## src/rtl/mem_stage_lsu_pkg.sv

```systemverilog
// Op codes, FSM encoding and op-decode helpers shared by the MEM-stage load/store unit.
package mem_stage_lsu_pkg;

  typedef enum logic [3:0] {
    MEM_NOP = 4'd0,
    MEM_LB  = 4'd1,
    MEM_LH  = 4'd2,
    MEM_LW  = 4'd3,
    MEM_LBU = 4'd4,
    MEM_LHU = 4'd5,
    MEM_SB  = 4'd6,
    MEM_SH  = 4'd7,
    MEM_SW  = 4'd8
  } mem_op_e;

  typedef enum logic [1:0] {
    LSU_IDLE = 2'd0,
    LSU_REQ  = 2'd1,
    LSU_WAIT = 2'd2
  } lsu_state_e;

  typedef enum logic [1:0] {
    SIZE_NONE = 2'd0,
    SIZE_B    = 2'd1,
    SIZE_H    = 2'd2,
    SIZE_W    = 2'd3
  } mem_size_e;

  // Unknown op codes decode as SIZE_NONE and therefore behave like MEM_NOP.
  function automatic mem_size_e op_size(mem_op_e op);
    case (op)
      MEM_LB, MEM_LBU, MEM_SB: return SIZE_B;
      MEM_LH, MEM_LHU, MEM_SH: return SIZE_H;
      MEM_LW, MEM_SW:          return SIZE_W;
      default:                 return SIZE_NONE;
    endcase
  endfunction

  function automatic logic op_is_load(mem_op_e op);
    return (op == MEM_LB) || (op == MEM_LH) || (op == MEM_LW) ||
           (op == MEM_LBU) || (op == MEM_LHU);
  endfunction

  function automatic logic op_is_store(mem_op_e op);
    return (op == MEM_SB) || (op == MEM_SH) || (op == MEM_SW);
  endfunction

  function automatic logic op_misaligned(mem_op_e op, logic [1:0] offset);
    case (op_size(op))
      SIZE_H:  return offset[0];
      SIZE_W:  return offset != 2'b00;
      default: return 1'b0;
    endcase
  endfunction

endpackage

```

## src/rtl/mem_lsu_align.sv

```systemverilog
// Byte-lane steering for a 32-bit data bus: store byte enables and replicated write
// data, plus load lane extraction with sign/zero extension. Purely combinational.
module mem_lsu_align
  import mem_stage_lsu_pkg::*;
(
  input  mem_op_e     op,
  input  logic [1:0]  offset,
  input  logic [31:0] store_data,
  input  logic [31:0] rdata,
  output logic [3:0]  be,
  output logic [31:0] wdata,
  output logic [31:0] load_data
);

  logic [7:0]  byte_lane;
  logic [15:0] half_lane;

  always_comb begin
    be    = 4'b0000;
    wdata = store_data;
    case (op_size(op))
      SIZE_B: begin
        be    = 4'b0001 << offset;
        wdata = {4{store_data[7:0]}};
      end
      SIZE_H: begin
        be    = 4'b0011 << offset;
        wdata = {2{store_data[15:0]}};
      end
      SIZE_W:  be = 4'hF;
      default: be = 4'b0000;
    endcase
  end

  always_comb begin
    case (offset)
      2'd0:    byte_lane = rdata[7:0];
      2'd1:    byte_lane = rdata[15:8];
      2'd2:    byte_lane = rdata[23:16];
      default: byte_lane = rdata[31:24];
    endcase
    half_lane = offset[1] ? rdata[31:16] : rdata[15:0];
    case (op)
      MEM_LB:  load_data = {{24{byte_lane[7]}}, byte_lane};
      MEM_LBU: load_data = {24'd0, byte_lane};
      MEM_LH:  load_data = {{16{half_lane[15]}}, half_lane};
      MEM_LHU: load_data = {16'd0, half_lane};
      default: load_data = rdata;
    endcase
  end

endmodule

```

## src/rtl/mem_stage_lsu.sv

```systemverilog
// MEM pipeline stage: runs loads/stores over a req/gnt/rvalid data bus, stalls upstream
// until the access completes or times out, and passes ALU and CSR results through.
module mem_stage_lsu
  import mem_stage_lsu_pkg::*;
#(
  parameter int ADDR_WIDTH     = 32,
  parameter int DATA_WIDTH     = 32,
  parameter int REG_ADDR_WIDTH = 5,
  parameter int TIMEOUT_CYCLES = 255
) (
  input  logic                      clk_i,
  input  logic                      rst_i,
  input  logic [REG_ADDR_WIDTH-1:0] reg_waddr_i,
  input  logic                      reg_we_i,
  input  logic [DATA_WIDTH-1:0]     reg_wdata_i,
  input  logic [ADDR_WIDTH-1:0]     mem_addr_i,
  input  logic [DATA_WIDTH-1:0]     mem_data_i,
  input  logic                      mem_we_i,
  input  logic [3:0]                mem_op_i,
  input  logic                      csr_we_i,
  input  logic [ADDR_WIDTH-1:0]     csr_waddr_i,
  input  logic [DATA_WIDTH-1:0]     csr_wdata_i,
  output logic [REG_ADDR_WIDTH-1:0] reg_waddr_o,
  output logic                      reg_we_o,
  output logic [DATA_WIDTH-1:0]     reg_wdata_o,
  output logic                      csr_we_o,
  output logic [ADDR_WIDTH-1:0]     csr_waddr_o,
  output logic [DATA_WIDTH-1:0]     csr_wdata_o,
  output logic                      stall_req_o,
  output logic                      misalign_o,
  output logic                      bus_err_o,
  output logic                      dbus_req_o,
  output logic                      dbus_we_o,
  output logic [ADDR_WIDTH-1:0]     dbus_addr_o,
  output logic [3:0]                dbus_be_o,
  output logic [DATA_WIDTH-1:0]     dbus_wdata_o,
  input  logic                      dbus_gnt_i,
  input  logic                      dbus_rvalid_i,
  input  logic [DATA_WIDTH-1:0]     dbus_rdata_i
);

  localparam int CNT_W = $clog2(TIMEOUT_CYCLES + 1);

  lsu_state_e            state, state_nxt;
  logic [CNT_W-1:0]      cnt;
  mem_op_e               op;
  logic                  is_load, is_mem, misaligned, timeout;
  logic [3:0]            lane_be;
  logic [DATA_WIDTH-1:0] lane_wdata, load_data;
  logic                  stall, req, reg_we, mis, err;
  logic [DATA_WIDTH-1:0] reg_wdata;

  assign op         = mem_op_e'(mem_op_i);
  assign is_load    = op_is_load(op);
  assign is_mem     = is_load | op_is_store(op);
  assign misaligned = op_misaligned(op, mem_addr_i[1:0]);
  // cnt equals the number of cycles since the access was issued from IDLE.
  assign timeout    = (state != LSU_IDLE) && (cnt == CNT_W'(TIMEOUT_CYCLES));

  mem_lsu_align u_align (
    .op         (op),
    .offset     (mem_addr_i[1:0]),
    .store_data (mem_data_i),
    .rdata      (dbus_rdata_i),
    .be         (lane_be),
    .wdata      (lane_wdata),
    .load_data  (load_data)
  );

  always_ff @(posedge clk_i) begin
    if (rst_i) begin
      state <= LSU_IDLE;
      cnt   <= '0;
    end else begin
      state <= state_nxt;
      cnt   <= (state_nxt == LSU_IDLE) ? '0 : cnt + 1'b1;
    end
  end

  always_comb begin
    state_nxt = state;
    stall     = 1'b0;
    req       = 1'b0;
    reg_we    = 1'b0;
    reg_wdata = reg_wdata_i;
    mis       = 1'b0;
    err       = 1'b0;
    case (state)
      LSU_IDLE: begin
        if (!is_mem) begin
          reg_we = reg_we_i;
        end else if (misaligned) begin
          mis = 1'b1;
        end else begin
          req       = 1'b1;
          stall     = 1'b1;
          state_nxt = dbus_gnt_i ? LSU_WAIT : LSU_REQ;
        end
      end
      LSU_REQ: begin
        if (timeout) begin
          err       = 1'b1;
          state_nxt = LSU_IDLE;
        end else begin
          req   = 1'b1;
          stall = 1'b1;
          if (dbus_gnt_i) state_nxt = LSU_WAIT;
        end
      end
      LSU_WAIT: begin
        if (timeout) begin
          err       = 1'b1;
          state_nxt = LSU_IDLE;
        end else if (dbus_rvalid_i) begin
          reg_we    = reg_we_i;
          reg_wdata = is_load ? load_data : reg_wdata_i;
          state_nxt = LSU_IDLE;
        end else begin
          stall = 1'b1;
        end
      end
      default: state_nxt = LSU_IDLE;
    endcase
  end

  // Everything is forced quiet while reset is held, including the pass-through paths.
  assign stall_req_o  = ~rst_i & stall;
  assign dbus_req_o   = ~rst_i & req;
  assign misalign_o   = ~rst_i & mis;
  assign bus_err_o    = ~rst_i & err;
  assign reg_we_o     = ~rst_i & reg_we;
  assign reg_wdata_o  = rst_i ? '0 : reg_wdata;
  assign reg_waddr_o  = rst_i ? '0 : reg_waddr_i;
  assign csr_we_o     = ~rst_i & csr_we_i;
  assign csr_waddr_o  = rst_i ? '0 : csr_waddr_i;
  assign csr_wdata_o  = rst_i ? '0 : csr_wdata_i;
  assign dbus_we_o    = dbus_req_o & mem_we_i;
  assign dbus_addr_o  = dbus_req_o ? {mem_addr_i[ADDR_WIDTH-1:2], 2'b00} : '0;
  assign dbus_be_o    = dbus_req_o ? lane_be : 4'b0000;
  assign dbus_wdata_o = dbus_req_o ? lane_wdata : '0;

endmodule

```

## config.mk

```make
export PLATFORM = sky130hd
export DESIGN_NAME = mem_stage_lsu
export DESIGN_NICKNAME = d
export VERILOG_FILES = /design/src/rtl/mem_stage_lsu_pkg.sv /design/src/rtl/mem_lsu_align.sv /design/src/rtl/mem_stage_lsu.sv
export SDC_FILE = /design/constraint.sdc
export NUM_CORES = 1
export LEC_CHECK = 0
export ABC_CLOCK_PERIOD_IN_PS = 5900
export BUFFER_PORTS_ARGS = -buffer_cell sky130_fd_sc_hd__buf_4
export CAP_MARGIN = 10
export CORE_AREA = 3 3 148 150
export CTS_CLUSTER_SIZE = 14
export DETAILED_ROUTE_END_ITERATION = 10
export DIE_AREA = 0 0 151 153
export GPL_TIMING_DRIVEN = 0
export SLEW_MARGIN = 20
export SYNTH_ARGS = -nofsm -noshare
export SYNTH_HDL_FRONTEND = slang
export SYNTH_HIERARCHICAL = 1
export SYNTH_SLANG_ARGS = --single-unit
```

## constraint.sdc

```tcl
create_clock -name clk_i -period 5.9 [get_ports clk_i]
set_clock_uncertainty 0.15 [all_clocks]
set_input_delay 0.885 -clock clk_i [delete_from_list [all_inputs] [get_ports clk_i]]
set_output_delay 0.885 -clock clk_i [all_outputs]
set_load 0.05 [all_outputs]
```

== After elaboration in Yosys (flattened, before gate mapping) ==
Memories as Yosys holds them, arrays and structs flattened.
Index checks and enable logic that the tools add are counted.

* Equal/unequal tests: 18
* Shift operators: 2
* Add/sub/neg operators: 1
* Reductions and logical operators: 14
* Bitwise logic cells: 9
* Mux-type cells: 41

{| class="wikitable"
|+ Operator list
! operator !! number
|-
| $mux 32 || 9
|-
| $pmux 32 s4 || 1
|-
| $pmux 32 s2 || 1
|-
| $pmux 8 s3 || 1
|-
| $eq 4x3->1 const B || 4
|-
| $mux 16 || 1
|-
| $mux 2 || 7
|-
| $mux 1 || 13
|-
| $eq 2x2->1 const B || 6
|-
| $pmux 4 s3 || 1
|-
| $add 8x1->8 const B || 1
|-
| $eq 4x2->1 const B || 2
|-
| $eq 8x8->1 const B || 1
|-
| $and 1x1->1 || 7
|-
| $eq 2x1->1 const B || 3
|-
| $logic_not 2->1 || 3
|-
| $logic_or 1x1->1 || 6
|-
| $pmux 1 s2 || 3
|-
| $pmux 2 s3 || 1
|-
| $mux 5 || 1
|-
| $eq 4x1->1 const B || 1
|-
| $eq 4x4->1 const B || 1
|-
| $mux 4 || 1
|-
| $reduce_bool 2->1 || 2
|-
| 7 further kinds || 8
|}

* Memories kept: 2
* Output and inout bits: 176
* Flip-flop bits (word level): 10
* Input bits: 208
* Bits in read-only memories: 64

{| class="wikitable"
|+ Memories
! memory !! depth !! bits a word !! read ports !! clocked after memory_dff !! write ports !! RTL line !! source
|-
| (name not given) || 16 || 2 || 1 || 0 || 0 || mem_stage_lsu_pkg.sv:31 || <nowiki>case (op)</nowiki>
|-
| (name not given) || 16 || 2 || 1 || 0 || 0 || mem_stage_lsu_pkg.sv:31 ||
|}

== Logic depth before layout (Yosys ltp) ==
Gate-level depths: netlist (run 1).

* Depth after elaboration: 10
* Depth in mapped cells: 11
* Depth with buffers taken out: 10

== Hierarchy ==
Netlist (run 1), hierarchy kept.

{| class="wikitable"
|+ By module, submodules not included
! module !! area an instance (um2) !! instances !! cells an instance !! sequential area each (um2)
|-
| mem_stage_lsu || 2174.6 || 1 || 350 || 200.2
|-
| mem_lsu_align || 1410.1 || 1 || 194 || 0.0
|}

== Worst setup path before layout (run 1) ==
Ideal clock, no wire load.

* Kind: input-to-output
* Start: input mem_op_i[0]
* End: output reg_wdata_o[0]
* Arrival time: 3053 ps
* Cell stages on the path: 8
* Setup slack: 1812 ps
* Path through: buf_6 > or4b_4 > nor2b_4 > clkbuf_1 > nor2_2 > a221o_1 > nand2_1 > a21oi_1

* Elaborated cells between the ends (all ways): 15

{| class="wikitable"
|+ RTL lines
! item !! RTL line !! source
|-
| start: declaration || mem_stage_lsu.sv:19 || <nowiki>input logic [3:0] mem_op_i,</nowiki>
|-
| $eq 4x3->1, or another cell as far along || mem_lsu_align.sv:43 || <nowiki>case (op)</nowiki>
|-
| $pmux 32 s4 * || mem_lsu_align.sv:43 ||
|-
| via load_data[0] || mem_stage_lsu.sv:49 || <nowiki>logic [DATA_WIDTH-1:0] lane_wdata, load_data;</nowiki>
|-
| $mux 32 * || mem_stage_lsu.sv:116 || <nowiki>reg_wdata = is_load ? load_data : reg_wdata_i;</nowiki>
|-
| $mux 32 * || mem_stage_lsu.sv:114 || <nowiki>end else if (dbus_rvalid_i) begin</nowiki>
|-
| $mux 32 * || mem_stage_lsu.sv:111 || <nowiki>if (timeout) begin</nowiki>
|-
| $mux 32 * || mem_stage_lsu.sv:88 || <nowiki>case (state)</nowiki>
|-
| $mux 32 * || mem_stage_lsu.sv:132 || <nowiki>assign reg_wdata_o = rst_i ? '0 : reg_wdata;</nowiki>
|-
| end: declaration || mem_stage_lsu.sv:25 || <nowiki>output logic [DATA_WIDTH-1:0] reg_wdata_o,</nowiki>
|}

Mark *: on every way through the listed nets, which the timed path passes. The rest lies on a longest branch.

== Worst setup path in the final report (run 1) ==
* Start: input mem_op_i[2]
* End: output dbus_wdata_o[31]

* Elaborated cells between the ends (all ways): 28

{| class="wikitable"
|+ RTL lines
! item !! RTL line !! source
|-
| $mem_v2 16x2 * || n/a ||
|-
| $eq 2x2->1 / $eq 2x1->1 (equally long branches) || mem_lsu_align.sv:21 || <nowiki>case (op_size(op))</nowiki>
|-
| $pmux 32 s2 * || mem_lsu_align.sv:21 ||
|-
| via lane_wdata[31] || mem_stage_lsu.sv:49 ||
|-
| $mux 32 * || mem_stage_lsu.sv:140 || <nowiki>assign dbus_wdata_o = dbus_req_o ? lane_wdata : '0;</nowiki>
|-
| end: declaration || mem_stage_lsu.sv:36 || <nowiki>output logic [DATA_WIDTH-1:0] dbus_wdata_o,</nowiki>
|}

Marked as above.

==> results of run 1 <==
## path summary, 6_finish.rpt
path	from	to	slack, ns	depth (start not counted)
worst max-delay path	mem_op_i[2]	dbus_wdata_o[31]	1.45	11
worst min-delay path	cnt[0]	cnt[0]	0.36	1
worst max register to register	state[0]	cnt[0]	3.62	7
worst min register to register	cnt[0]	cnt[0]	0.36	1
## area by class of cell
| cell class | instances | share of cell area [%] |
|---|---|---|
| Sequential cell | 10 | 2.91 |
| Inverter | 17 | 0.928 |
| Clock buffer | 4 | 1.29 |
| Tap cell | 275 | 5.01 |
| Timing Repair Buffer | 380 | 41.5 |
| Buffer | 58 | 4.70 |
| Multi-Input combinational cell | 460 | 43.7 |
## logic make-up after synthesis
family	share of synthesized area (%)
flip-flops	5.58
multiplexers	8.17
buffers and inverters	10.8
XOR/XNOR	1.95
other	0.105
AND/OR/NAND/NOR	44.1
adder cells (fa/ha/maj)	3.14
AO/OA/AOI/OAI	26.1
## worst max-delay path: cells and delay by family
| kind | cells | cell delay [ns] |
|---|---|---|
| buffers and inverters | 5 | 1.35 |
| AOI/OAI and AO/OA | 2 | 0.47 |
| and+or+nand+nor | 3 | 0.38 |
| adders and majority gates | 1 | 0.31 |
## registers in the layout, summed over array words and instances, names as in the netlist
register / count
cnt: 8
state: 2
## cell usage after synthesis, types with 10 or more instances
library cell and count:
nor2b_1 83, nand2_1 80, and2_1 68, a21oi_1 43, nor2_1 23, clkbuf_1 21, a21o_1 17, inv_1 17
a31oi_1 12, buf_2 11, buf_4 11, dfxtp_1 10, o22ai_1 10
## power groups by stage
stage                     clock [W]  sequential [W]  combinational (W)
final                      0.000135       0.0000742           0.000757
after global routing       0.000142       0.0000747           0.000804
after CTS                  0.000137       0.0000741           0.000761
after global placement            0       0.0000754           0.000757
after floorplan                   0       0.0000746           0.000470
after detailed placement          0       0.0000753           0.000760
## metrics by stage
step / utilization [%] / instance area, µm² / total power (W) / hold slack, ns / setup slack [ns]
finish: 33.0 / 6870 / 0.000966 / 0.355 / 1.45
global route: 33.0 / 6870 / 0.00102 / 0.383 / 1.28
CTS: 33.0 / 6870 / 0.000973 / 0.350 / 1.43
detailed placement: 32.6 / 6790 / 0.000835 / 0.343 / 1.43
global placement: 32.6 / 6790 / 0.000832 / 0.343 / 1.46
floorplan: - / 3590 / 0.000544 / 0.310 / 1.81
## layer usage
metal  up-vias  track usage (%)  part of all wire [%]
li1       2624                -                     -
met1      2427             16.9                    36
met2       301             29.1                    52
met3        15             2.82                   9.7
met4         0             2.85                   1.5
met5         -                0                     0
==> impl_metrics.xml, run 1 <==
<?xml version="1.0" encoding="UTF-8"?>
<metrics>
  <group name="run_status">
    <metric name="status" unit="">completed</metric>
  </group>
  <group name="logic_synthesis">
    <metric name="synth_top_area_share" unit="%">14.5</metric>
    <metric name="synth_enable_flop_cells" unit="">0</metric>
    <metric name="ys_seq_area_share" unit="%">5.58</metric>
    <metric name="ys.warnings.count" unit="">6</metric>
    <metric name="netlist.top_cell.by_area" unit="">nor2b_1</metric>
    <metric name="ys_ff_latch" unit="">10</metric>
    <metric name="yosys_most_used_dff" unit="">dfxtp_1</metric>
    <metric name="async_flop_share" unit="%">0</metric>
    <metric name="syn-cell-area" unit="µm²">3580</metric>
    <metric name="synth_cells" unit="">544</metric>
    <metric name="post_synth.cell_area_avg" unit="µm²">6.59</metric>
    <metric name="number_of_distinct_library_cells_after_synthesis" unit="">63</metric>
    <metric name="post_synth_main_area_contributors" unit="">nor2b_1 14%, and2_1 12%, nand2_1 8.4%</metric>
  </group>
  <group name="global_routing">
    <metric name="gr-usage-all-layers" unit="%">15.0</metric>
    <metric name="antenna_found_initial" unit="">0</metric>
    <metric name="pin_count_of_the_biggest_net_entering_global_routing" unit="">14</metric>
    <metric name="grt.overflow.total" unit="">0</metric>
    <metric name="via_count_of_the_first_global_routing_pass" unit="">5075</metric>
    <metric name="first_pass_grt_wire_length" unit="mm">27.5</metric>
  </group>
  <group name="placed_design">
    <metric name="dp_cells" unit="">1200</metric>
    <metric name="gp_routability_congestion" unit="">0.831</metric>
    <metric name="count_of_input_and_output_buffers" unit="">380</metric>
    <metric name="hpwlAfterDp" unit="mm">16.8</metric>
  </group>
  <group name="finish">
    <metric name="antenna-diode-count" unit="">0</metric>
    <metric name="sequential_cell_area" unit="µm²">200</metric>
    <metric name="area_of_combinational_cells_with_multiple_inputs" unit="µm²">3000</metric>
    <metric name="area_growth" unit="%">91.8</metric>
    <metric name="finish.net_count" unit="">1147</metric>
    <metric name="filler_cell_count_in_the_final_layout" unit="">2280</metric>
    <metric name="layout_commonest_cell" unit="">buf_4</metric>
    <metric name="layout.cells.most_common_list" unit="">391 x buf_4, 83 x nor2b_1, 80 x nand2_1</metric>
    <metric name="layout-drive-gt1-share" unit="%">47.1</metric>
    <metric name="final-instance-count-excl-fill" unit="">1204</metric>
  </group>
  <group name="floorplan">
    <metric name="die_area" unit="µm²">23100</metric>
    <metric name="die_w" unit="µm">151</metric>
    <metric name="ios" unit="">384</metric>
    <metric name="die_height" unit="µm">153</metric>
    <metric name="core_area" unit="µm²">20800</metric>
    <metric name="starting_density_of_the_core" unit="%">17.2</metric>
    <metric name="row_count" unit="">53</metric>
  </group>
  <group name="setup_path">
    <metric name="cp-end-kind" unit="">output pin</metric>
    <metric name="critical_path.cell_chain" unit="">buf_4 &gt; buf_4 &gt; nor2b_1 &gt; o31a_1 &gt; ha_1 &gt; clkbuf_1 &gt; buf_1 &gt; nor2_1 &gt; a21oi_1 &gt; and2_1 &gt; buf_4</metric>
    <metric name="launching_element_type_of_the_critical_path" unit="">input pin</metric>
    <metric name="critical_path.most_common_cell" unit="">buf_4</metric>
    <metric name="required_worst_endpoint" unit="ns">4.87</metric>
    <metric name="critical_path.max_stage_delay" unit="ns">0.49</metric>
    <metric name="slowest_stage" unit="">buf_1</metric>
    <metric name="timing.critical_path.fanout_max" unit="">10</metric>
    <metric name="type_of_the_worst_setup_path" unit="">input pin to output pin</metric>
    <metric name="crit_arrival" unit="ns">3.41</metric>
  </group>
  <group name="pwr">
    <metric name="cell_internal_power" unit="W">0.000468</metric>
    <metric name="share_comb_of_total_power" unit="%">78.4</metric>
    <metric name="switching_portion_of_total_power" unit="%">51.5</metric>
    <metric name="worst_voltage_drop_across_the_vdd_grid" unit="mV">0.0755</metric>
    <metric name="power.density" unit="nW/µm²">141</metric>
    <metric name="leakagePower" unit="nW">3.58</metric>
    <metric name="netSwitchingPower" unit="W">0.000498</metric>
    <metric name="seq_power_share" unit="%">7.7</metric>
    <metric name="clock_power_share" unit="%">14.0</metric>
  </group>
  <group name="sta">
    <metric name="max_freq" unit="MHz">225</metric>
    <metric name="fin_setup_tns" unit="ns">0</metric>
    <metric name="timing.final.crit_period" unit="ns">4.45</metric>
    <metric name="finalMaxSlewViolations" unit="">0</metric>
    <metric name="finalCritPeriodShare" unit="%">75.4</metric>
    <metric name="final-hold-violation-count" unit="">0</metric>
    <metric name="slew-limit-headroom" unit="%">53.0</metric>
    <metric name="tightest_slew" unit="ns">0.703</metric>
    <metric name="rsz0062_at_grt" unit="">no</metric>
    <metric name="setup_viol" unit="">0</metric>
  </group>
  <group name="routing">
    <metric name="drt-vias-per-instance" unit="">4.46</metric>
    <metric name="drt-initial-drc-count" unit="">225</metric>
    <metric name="antenna_violating_nets_post_route" unit="">0</metric>
    <metric name="total_detailed_routing_wirelength" unit="mm">19.2</metric>
    <metric name="firstDrtPassIters" unit="">5</metric>
    <metric name="wire_per_inst" unit="µm">16.0</metric>
    <metric name="via_count" unit="">5367</metric>
    <metric name="remaining_drc_errors" unit="">0</metric>
  </group>
  <group name="cts">
    <metric name="clock_tree_from_tritoncts" unit="">built</metric>
    <metric name="htree_levels" unit="">1</metric>
    <metric name="clock_insertion_delay_worst_skew" unit="ns">0.24</metric>
    <metric name="clock_sinks" unit="">10</metric>
    <metric name="cts.repair_timing.setup_buffer_count" unit="">0</metric>
    <metric name="cts.repair.resized" unit="">0</metric>
    <metric name="cts_bufs_inserted" unit="">3</metric>
    <metric name="cts.clk_slew.worst_paths" unit="ns">0.04</metric>
    <metric name="post_cts_hold_buffer_count" unit="">0</metric>
    <metric name="cts_root_buffer" unit="">clkbuf_16</metric>
    <metric name="cts_buffer_depth" unit="">2</metric>
  </group>
  <group name="min_path">
    <metric name="timing.hold.worst.class" unit="">flop to flop</metric>
  </group>
  <group name="run">
    <metric name="drv_cap" unit="">0</metric>
  </group>
</metrics>
(Power assumes the default switching activity.)
==> run 2: changes to the inputs <==
--- a/config.mk
+++ b/config.mk
@@ -5,7 +5,7 @@
 export SDC_FILE = /design/constraint.sdc
 export NUM_CORES = 1
 export LEC_CHECK = 0
-export ABC_CLOCK_PERIOD_IN_PS = 5900
+export ABC_CLOCK_PERIOD_IN_PS = 3600
 export BUFFER_PORTS_ARGS = -buffer_cell sky130_fd_sc_hd__buf_4
 export CAP_MARGIN = 10
 export CORE_AREA = 3 3 148 150
==> constraint.sdc (replaced) <==
create_clock -name clk_i -period 3.6 [get_ports clk_i]
set_clock_uncertainty 0.15 [all_clocks]
set_input_delay 0.54 -clock clk_i [delete_from_list [all_inputs] [get_ports clk_i]]
set_output_delay 0.54 -clock clk_i [all_outputs]
set_load 0.05 [all_outputs]
==> impl_metrics.xml, run 2 (synthesis results as in run 1) <==
<?xml version="1.0" encoding="UTF-8"?>
<metrics>
  <group name="run_status">
    <metric name="status" unit="">completed</metric>
  </group>
  <group name="sta">
    <metric name="max_freq" unit="MHz">282</metric>
    <metric name="fin_setup_tns" unit="ns">0</metric>
    <metric name="timing.final.crit_period" unit="ns">3.54</metric>
    <metric name="finalMaxSlewViolations" unit="">0</metric>
    <metric name="setup_viol" unit="">0</metric>
    <metric name="tightest_slew" unit="ns">0.694</metric>
    <metric name="final-hold-violation-count" unit="">0</metric>
    <metric name="finalHoldWorstSlack" unit="ns">0.355</metric>
    <metric name="slew-limit-headroom" unit="%">53.6</metric>
    <metric name="rsz0062_at_grt" unit="">no</metric>
    <metric name="finalCritPeriodShare" unit="%">98.3</metric>
    <metric name="setup_slack" unit="ns">0.0597</metric>
  </group>
  <group name="cts">
    <metric name="cts_root_buffer" unit="">clkbuf_16</metric>
    <metric name="cts_buffer_depth" unit="">2</metric>
    <metric name="clock_insertion_delay_worst_skew" unit="ns">0.24</metric>
    <metric name="cts.clk_slew.worst_paths" unit="ns">0.04</metric>
    <metric name="clock_sinks" unit="">10</metric>
    <metric name="cts_bufs_inserted" unit="">3</metric>
    <metric name="clock_tree_from_tritoncts" unit="">built</metric>
    <metric name="htree_levels" unit="">1</metric>
  </group>
  <group name="finish">
    <metric name="antenna-diode-count" unit="">0</metric>
    <metric name="layout_commonest_cell" unit="">buf_4</metric>
    <metric name="filler_cell_count_in_the_final_layout" unit="">2281</metric>
    <metric name="postLayoutCellArea" unit="µm²">6890</metric>
    <metric name="registers.top_by_ff_count" unit="">cnt</metric>
    <metric name="finish.net_count" unit="">1146</metric>
    <metric name="sequential_cell_area" unit="µm²">200</metric>
    <metric name="final-instance-count-excl-fill" unit="">1203</metric>
    <metric name="largestRegisters" unit="">cnt x8, state x2</metric>
    <metric name="area_of_combinational_cells_with_multiple_inputs" unit="µm²">3010</metric>
    <metric name="layout-drive-gt1-share" unit="%">48.4</metric>
    <metric name="layout.cells.most_common_list" unit="">391 x buf_4, 83 x nor2b_1, 80 x nand2_1</metric>
    <metric name="area_growth" unit="%">92.3</metric>
    <metric name="largest_register_ff_count" unit="">8</metric>
  </group>
  <group name="placed_design">
    <metric name="gp_routability_congestion" unit="">0.831</metric>
    <metric name="count_of_input_and_output_buffers" unit="">380</metric>
    <metric name="hpwlAfterDp" unit="mm">16.8</metric>
    <metric name="place_area" unit="µm²">6790</metric>
    <metric name="dp_cells" unit="">1200</metric>
    <metric name="dpl_worst_slack" unit="ns">-0.177</metric>
  </group>
  <group name="floorplan">
    <metric name="core_area" unit="µm²">20800</metric>
    <metric name="ios" unit="">384</metric>
    <metric name="die_height" unit="µm">153</metric>
    <metric name="die_w" unit="µm">151</metric>
    <metric name="row_count" unit="">53</metric>
    <metric name="die_area" unit="µm²">23100</metric>
    <metric name="starting_density_of_the_core" unit="%">17.2</metric>
  </group>
  <group name="routing">
    <metric name="antenna_violating_nets_post_route" unit="">0</metric>
    <metric name="remaining_drc_errors" unit="">0</metric>
    <metric name="total_detailed_routing_wirelength" unit="mm">19.2</metric>
    <metric name="via_count" unit="">5373</metric>
    <metric name="drt-initial-drc-count" unit="">261</metric>
    <metric name="firstDrtPassIters" unit="">5</metric>
    <metric name="wire_per_inst" unit="µm">16.0</metric>
    <metric name="drt-vias-per-instance" unit="">4.47</metric>
  </group>
  <group name="pwr">
    <metric name="leakagePower" unit="nW">3.61</metric>
    <metric name="worst_voltage_drop_across_the_vdd_grid" unit="mV">0.124</metric>
    <metric name="power.density" unit="nW/µm²">230</metric>
  </group>
  <group name="setup_path">
    <metric name="critPathTopFamily" unit="">simple AND/OR/NAND/NOR gates</metric>
    <metric name="worst_r2r_startpoint" unit="">state[0]</metric>
    <metric name="critical_path.max_stage_delay" unit="ns">0.54</metric>
    <metric name="slowest_stage" unit="">or4b_4</metric>
    <metric name="timing.critical_path.fanout_max" unit="">10</metric>
    <metric name="reg2reg_setup_slack" unit="ns">1.32</metric>
    <metric name="type_of_the_worst_setup_path" unit="">input pin to output pin</metric>
    <metric name="cp.buffers_inverters" unit="">4</metric>
    <metric name="cp-end-kind" unit="">output pin</metric>
    <metric name="launching_element_type_of_the_critical_path" unit="">input pin</metric>
    <metric name="crit_arrival" unit="ns">2.85</metric>
    <metric name="timing.reg2reg.worst_path_depth" unit="">7</metric>
    <metric name="crit_cells" unit="">10</metric>
    <metric name="critical_path.most_common_cell" unit="">buf_4</metric>
    <metric name="worst_r2r_endpoint" unit="">cnt[0]</metric>
    <metric name="setup.worst_path.start" unit="">mem_op_i[0]</metric>
    <metric name="required_worst_endpoint" unit="ns">2.91</metric>
    <metric name="worstSetupEndpoint" unit="">reg_wdata_o[0]</metric>
    <metric name="critical_path.cell_chain" unit="">buf_4 &gt; buf_6 &gt; or4b_4 &gt; nor2b_4 &gt; clkbuf_1 &gt; nor2_2 &gt; a221o_1 &gt; nand2_1 &gt; a21oi_1 &gt; buf_4</metric>
  </group>
  <group name="min_path">
    <metric name="timing.hold.worst.class" unit="">flop to flop</metric>
  </group>
  <group name="global_routing">
    <metric name="pin_count_of_the_biggest_net_entering_global_routing" unit="">14</metric>
    <metric name="antenna_found_initial" unit="">0</metric>
    <metric name="via_count_of_the_first_global_routing_pass" unit="">5080</metric>
    <metric name="first_pass_grt_wire_length" unit="mm">27.5</metric>
    <metric name="gr-usage-all-layers" unit="%">15.0</metric>
    <metric name="grt.overflow.total" unit="">0</metric>
  </group>
  <group name="run">
    <metric name="drv_cap" unit="">0</metric>
  </group>
</metrics>
==> run 2: worst reg2reg max path: cells and delay by family, from the launching register on <==
family | cells | cell delay (ns)
AO/OA/AOI/OAI | 3 | 0.82
AND/OR/NAND/NOR | 2 | 0.41
flip-flops | 1 | 0.39
adder cells (fa/ha/maj) | 1 | 0.29
buffers and inverters | 1 | 0.09
==> run 2: power by group <==
part	internal [W]	switching, W
sequential	0.000116	0.00000555
combinational	0.000487	0.000756
clock	0.000167	0.0000540
==> run 2: cell type report <==
class	count	area share, %
clock buffers	4	1.29
well taps	275	4.99
flip-flops and latches	10	2.90
multi-input cells	460	43.7
repair buffers	380	41.4
plain buffers	57	4.79
inverters	17	0.926
==> run 2: how the worst min path moves through the flow <==
| stage | startpoint | to | slack, ns | cells after the start |
|---|---|---|---|---|
| 2_1_floorplan | cnt[0] | cnt[0] | 0.31 | 1 |
| 3_3_place_gp | cnt[0] | cnt[0] | 0.34 | 1 |
| 3_5_place_dp | cnt[0] | cnt[0] | 0.34 | 1 |
| 4_1_cts | cnt[0] | cnt[0] | 0.35 | 1 |
| 5_1_grt | cnt[0] | cnt[0] | 0.38 | 1 |
| 6_report | cnt[0] | cnt[0] | 0.36 | 1 |
==> run 2: repair_timing <==
item,CTS,global route
endpoints found under the setup margin,22,44
setup buffers,0,0
gates resized for setup,4,11
hold buffers,0,0
==> run 2: stage by stage <==
step,utilization [%],power (W)
after floorplan,-,0.000892
after global placement,32.6,0.00136
after detailed placement,32.6,0.00137
after CTS,33.1,0.00160
after global routing,33.1,0.00168
final,33.1,0.00159
==> run 2: metal layers <==
metal / wire (µm) / part of all wire [%] / global-route usage (%) / up-vias
met3: 1880 / 9.8 / 2.82 / 13
met4: 269 / 1.4 / 2.85 / 0
met2: 10200 / 53 / 29.2 / 305
li1: - / - / - / 2625
met5: 0 / 0 / 0 / -
met1: 6900 / 36 / 16.9 / 2430
